--- config.mk ---
export PLATFORM = sky130hd
export DESIGN_NAME = decoder_nto2n_seq
export DESIGN_NICKNAME = d
export VERILOG_FILES = /design/src/rtl/decoder_pkg.sv /design/src/rtl/decoder_scan_timer.sv /design/src/rtl/decoder_nto2n_seq.sv
export SDC_FILE = /design/constraint.sdc
export NUM_CORES = 1
export LEC_CHECK = 0
export BUFFER_PORTS_ARGS = -buffer_cell sky130_fd_sc_hd__buf_2
export CELL_PAD_IN_SITES_DETAIL_PLACEMENT = 0
export CELL_PAD_IN_SITES_GLOBAL_PLACEMENT = 2
export CORE_UTILIZATION = 28
export DETAILED_ROUTE_END_ITERATION = 12
export PLACE_DENSITY_LB_ADDON = 0.3
export SYNTH_ARGS = -nofsm -noshare
export SYNTH_HDL_FRONTEND = slang
export SYNTH_SLANG_ARGS = --single-unit
--- constraint.sdc ---
create_clock -name clk -period 1.4 [get_ports clk]
set_input_delay 0.14 -clock clk [delete_from_list [all_inputs] [get_ports clk]]
set_output_delay 0.14 -clock clk [all_outputs]
set_load 0.05 [all_outputs]
--- src/rtl/decoder_pkg.sv ---
// Shared types and helpers for the registered N-to-2^N decoder.
// DECODER_ACTIVE_LOW_EN selects the active-low (NAND-style) dout encoding.
package decoder_pkg;

  typedef enum logic [1:0] {
    IDLE   = 2'd0,
    DIRECT = 2'd1,
    SCAN   = 2'd2
  } dec_state_e;

  localparam int MAX_SEL_W = 6;
  localparam int MAX_OUT_W = 1 << MAX_SEL_W;

`ifdef DECODER_ACTIVE_LOW_EN
  localparam logic [MAX_OUT_W-1:0] DOUT_INACTIVE = '1;
`else
  localparam logic [MAX_OUT_W-1:0] DOUT_INACTIVE = '0;
`endif

  // Widest one-hot; callers truncate to their own output width.
  function automatic logic [MAX_OUT_W-1:0] onehot(
    input logic [MAX_SEL_W-1:0] idx
  );
    return {{(MAX_OUT_W-1){1'b0}}, 1'b1} << idx;
  endfunction

endpackage

--- src/rtl/decoder_scan_timer.sv ---
// Dwell counter and scan index for auto-scan mode.
// Exposes the next index so the owner can register a matching strobe.
module decoder_scan_timer
  import decoder_pkg::*;
#(
  parameter int SEL_W = 2,
  parameter int DWELL = 4
) (
  input  logic             clk,
  input  logic             rst,
  input  logic             clr,
  input  logic             en,
  output logic [SEL_W-1:0] scan_idx,
  output logic [SEL_W-1:0] scan_idx_nxt
);

  localparam int DW_W = (DWELL > 1) ? $clog2(DWELL) : 1;
  localparam logic [DW_W-1:0] DW_MAX = DW_W'(DWELL - 1);

  logic [DW_W-1:0] dwell;
  logic [DW_W-1:0] dwell_nxt;

  // Next dwell/index: clear wins, then count and wrap.
  always_comb begin
    dwell_nxt    = dwell;
    scan_idx_nxt = scan_idx;
    if (clr) begin
      dwell_nxt    = '0;
      scan_idx_nxt = '0;
    end else if (en) begin
      if (dwell == DW_MAX) begin
        dwell_nxt    = '0;
        scan_idx_nxt = scan_idx + 1'b1;
      end else begin
        dwell_nxt = dwell + 1'b1;
      end
    end
  end

  // Timer state registers.
  always_ff @(posedge clk) begin
    if (rst) begin
      dwell    <= '0;
      scan_idx <= '0;
    end else begin
      dwell    <= dwell_nxt;
      scan_idx <= scan_idx_nxt;
    end
  end

endmodule

--- src/rtl/decoder_nto2n_seq.sv ---
// Registered binary-to-one-hot decoder with direct and auto-scan modes.
// DECODER_ACTIVE_LOW_EN flips dout to the active-low encoding.
module decoder_nto2n_seq
  import decoder_pkg::*;
#(
  parameter int SEL_W = 2,
  parameter int DWELL = 4,
  localparam int OUT_W = 1 << SEL_W
) (
  input  logic             clk,
  input  logic             rst,
  input  logic             en,
  input  logic             mode,
  input  logic [SEL_W-1:0] sel,
  input  logic             sel_valid,
  output logic             sel_ready,
  output logic [OUT_W-1:0] dout,
  output logic             dout_valid,
  output logic [SEL_W-1:0] scan_idx
);

  localparam logic [OUT_W-1:0] INACT = OUT_W'(DOUT_INACTIVE);

  dec_state_e       state;
  dec_state_e       state_nxt;
  logic [SEL_W-1:0] scan_idx_nxt;
  logic             scan_clr;
  logic             scan_en;
  logic [OUT_W-1:0] sel_hot;
  logic [OUT_W-1:0] scan_hot;

  // Target state comes straight from en/mode every cycle.
  always_comb begin
    state_nxt = IDLE;
    unique case (1'b1)
      !en:          state_nxt = IDLE;
      en && !mode:  state_nxt = DIRECT;
      en && mode:   state_nxt = SCAN;
    endcase
  end

  assign sel_ready = (state == DIRECT);
  assign scan_en   = (state == SCAN);
  assign scan_clr  = (state != SCAN) || (state_nxt != SCAN);

  assign sel_hot  = OUT_W'(onehot(MAX_SEL_W'(sel)) ^ DOUT_INACTIVE);
  assign scan_hot = OUT_W'(onehot(MAX_SEL_W'(scan_idx_nxt)) ^ DOUT_INACTIVE);

  decoder_scan_timer #(
    .SEL_W (SEL_W),
    .DWELL (DWELL)
  ) u_timer (
    .clk          (clk),
    .rst          (rst),
    .clr          (scan_clr),
    .en           (scan_en),
    .scan_idx     (scan_idx),
    .scan_idx_nxt (scan_idx_nxt)
  );

  // FSM plus registered dout/dout_valid.
  always_ff @(posedge clk) begin
    if (rst) begin
      state      <= IDLE;
      dout       <= INACT;
      dout_valid <= 1'b0;
    end else begin
      state <= state_nxt;
      unique case (state_nxt)
        DIRECT: begin
          if (state != DIRECT) begin
            dout       <= INACT;
            dout_valid <= 1'b0;
          end else if (sel_valid) begin
            dout       <= sel_hot;
            dout_valid <= 1'b1;
          end
        end
        SCAN: begin
          dout       <= scan_hot;
          dout_valid <= 1'b1;
        end
        default: begin
          dout       <= INACT;
          dout_valid <= 1'b0;
        end
      endcase
    end
  end

endmodule

==> summary.txt <==
Floorplanning
  • Die ar.: approximately 2000 sq um
  • Horiz. Die Dim: 44.86 microns
  • Row count: 15
  • Core ar.: roughly 1700 sq um
  • Die H: 44.86 microns
  • Io pins: 15
  • Starting Density: 29.78%

Timing
  • Final setup fails: 0
  • Hold Violations, Final: 0
  • Tcrit/Tclk final: 87.92%
  • RSZ-0062 raised after global routing: false
  • Slew Limit Fails: 0
  • Max_slew headroom: 83.52%
  • Skew final: 0.003374 ns
  • Total Neg Setup Slack: 0 ns
  • Max Freq: 0.8124 GHz
  • Worst Max-Slew Pin Slew: 0.2489 ns
  • Fin crit period: 1.231 ns

Setup path
  • CP Capture Type: register
  • Critical Path AT: 1.41 ns
  • CP Max Fanout: 5
  • R2r startpoint: u_timer.dwell[0]
  • Worst Path Required: 1.58 ns
  • Reg2Reg Depth: 4
  • Reg2reg setup slack: 0.17 ns
  • Reg2Reg Capture Point: dout[1]
  • Critical path class: reg2reg
  • Critical path launch point type: register
  • Worst Setup SP: u_timer.dwell[0]

Min path
  • WHS Endpoint: dout[1]
  • Hold depth: 2
  • Hold Path Class: in2reg
  • Hold_sp: rst

Placement
  • HPWL Detailed: 758.7 microns
  • Dpl cell area: 606.8 sq um
  • Port Buf Inserts: 14
  • GPL Wtd Cong: 0.7341

Job
  • Max-cap viol count: 0

Drt
  • Vias: 402
  • Wire per inst: 10.54 microns
  • Drt total wl: 980 microns
  • # DRC: 0
  • 1st-iter DRT viols: 4
  • DR vias/cell: 4.323
  • Antenna Violating Nets Remaining: 0
  • First-pass detailed-route iteration total: 4

Synthesis
  • Ys async rst share: 0%
  • Synth Net Count: 59
  • Netlist cell types: 28
  • Area leader, netlist: dfxtp_1
  • Number of warnings issued by yosys: 0
  • Synth area leaders: dfxtp_1, and2b_2, nor3b_1
  • Main synth FF type: dfxtp_1
  • Register area share after synthesis: 42.82%
  • Synth top area share: between 40% and 50%
  • Mapped Area: between 500 and 600 sq um
  • Syn Area/Cell: 10.08 sq um
  • Number of flops mapped to enable cells by yosys: 0
  • Yosys reg bits: 11
  • Post-Syn Instances: 51

CTS
  • Setup bufs post-CTS: 0
  • Clock tree root driver cell: clkbuf_4
  • Worst-path clk slew: around 0.070 ns
  • CTS Hold Bufs: 0
  • Clock Latency Late Sink: roughly 0.26 ns
  • Inserted Clock Buffers: 3
  • Post-cts resize count: 0
  • CTS max path bufs: 2
  • H-tree depth: 1
  • Clock tree sinks: 11
  • CTS tree: yes

Cells and area
  • Share of cells above drive strength 1: 36.76%
  • Nets@finish: 77
  • Antenna cells: 0
  • Fin area: 633.1 sq um
  • Area delta synth->final: 23.11%

Power and ir drop
  • Worst VDD drop: 529.3 uV
  • PD cells: 936.7 nW/um^2
  • Leak Pwr: 0.2882 nW

GRT
  • Global-route wire length before repair: 1587 microns
  • All-Layer GR Usage: 11.30%
  • Antenna violations before repair: 0
  • Vias in the first global route: 353
  • GRT Residual Overflow: 0
  • Largest net degree at the start of global routing: 8

Status
  • Status: completed
[cells in the mapped netlist (2+ instances only)]
library cell	number
and2b_2	3
nor2_1	2
a21oi_1	4
and3_1	2
dfxtp_1	11
inv_1	2
nand2_1	2
o2bb2ai_1	2
nor3b_1	3
and3b_1	2
[flip-flops by register name (all words and copies together) (netlist names)]
name,count
dout,4
u_timer.dwell,2
state,2
u_timer.scan_idx,2
dout_valid,1
[cells in the final DEF (no fill, tap or decap), types with 2 or more instances in the layout]
cell type,count
and2b_2,3
dfxtp_1,11
clkbuf_4,3
o2bb2ai_1,2
nand2_1,2
inv_1,2
and3_1,2
buf_2,14
nor2_1,2
nor3b_1,3
and3b_1,2
a21oi_1,4
[cell families (layout without fill, tap and decap cells)]
logic type	count (synthesis)	after routing	synth area share, %
AND/OR/NAND/NOR	23	23	31.63
AO/OA/AOI/OAI	11	11	16.06
flip-flops	11	11	42.82
XOR/XNOR	2	2	3.407
adder cells (fa/ha/maj)	1	1	2.433
buffers and inverters	3	20	3.650
[worst max path at each step]
stage	end	slack (ns)	cells past startpoint
global placement	dout[2]	0.19	4
global route	dout[1]	0.04	4
finish	dout[1]	0.17	4
floorplan	dout[2]	0.07	3
detailed placement	dout[1]	0.16	4
CTS	dout[1]	0.15	4
[area by class of cell]
| cell class | instances | area, sq um |
|---|---|---|
| fill | 198 | 1094 |
| multi-input combinational | 37 | 277.8 |
| sequential | 11 | 220.2 |
| timing repair buffer | 14 | 70.07 |
| tap | 25 | 31.28 |
| clock buffer | 4 | 26.28 |
| inverter | 2 | 7.507 |
[power by group]
group          leakage [nW]  internal (mW)  total, mW  switching (mW)
logic                 0.184         0.0234     0.0602          0.0367
registers            0.0893          0.318      0.321         0.00271
clock network        0.0150          0.110      0.212           0.102
total                 0.288          0.451      0.593           0.142
[metal layers]
metal / GRT usage (%) / vias up / wire (microns)
met1: 14.07 / 176 / 487
met5: 0 / - / 0
met4: 5.455 / 0 / 14
met3: 4.800 / 2 / 35
li1: - / 218 / -
met2: 16.76 / 6 / 442
[worst max-delay path, cell delays in order, from the launching register on]
cell and delay, ns:
dfxtp_1 0.33, ha_1 0.23, xor2_1 0.21, nand4_1 0.13, a221oi_2 0.25
[through the flow]
| stage | setup slack [ns] | utilization, % | total power [mW] | hold slack [ns] | std cells |
|---|---|---|---|---|---|
| finish | 0.1691 | 36.67 | 0.5930 | 0.09470 | 93 |
| global route | 0.03706 | 36.67 | 0.6248 | 0.09684 | 93 |
| CTS | 0.1510 | 36.67 | 0.6040 | 0.08959 | 93 |
| detailed placement | 0.1638 | 35.14 | 0.3886 | 0.3766 | 89 |
| global placement | 0.1864 | 35.14 | 0.3892 | 0.3766 | 89 |
| floorplan | 0.06683 | - | 0.3680 | 0.2062 | 51 |
(Power assumes the default switching activity.)
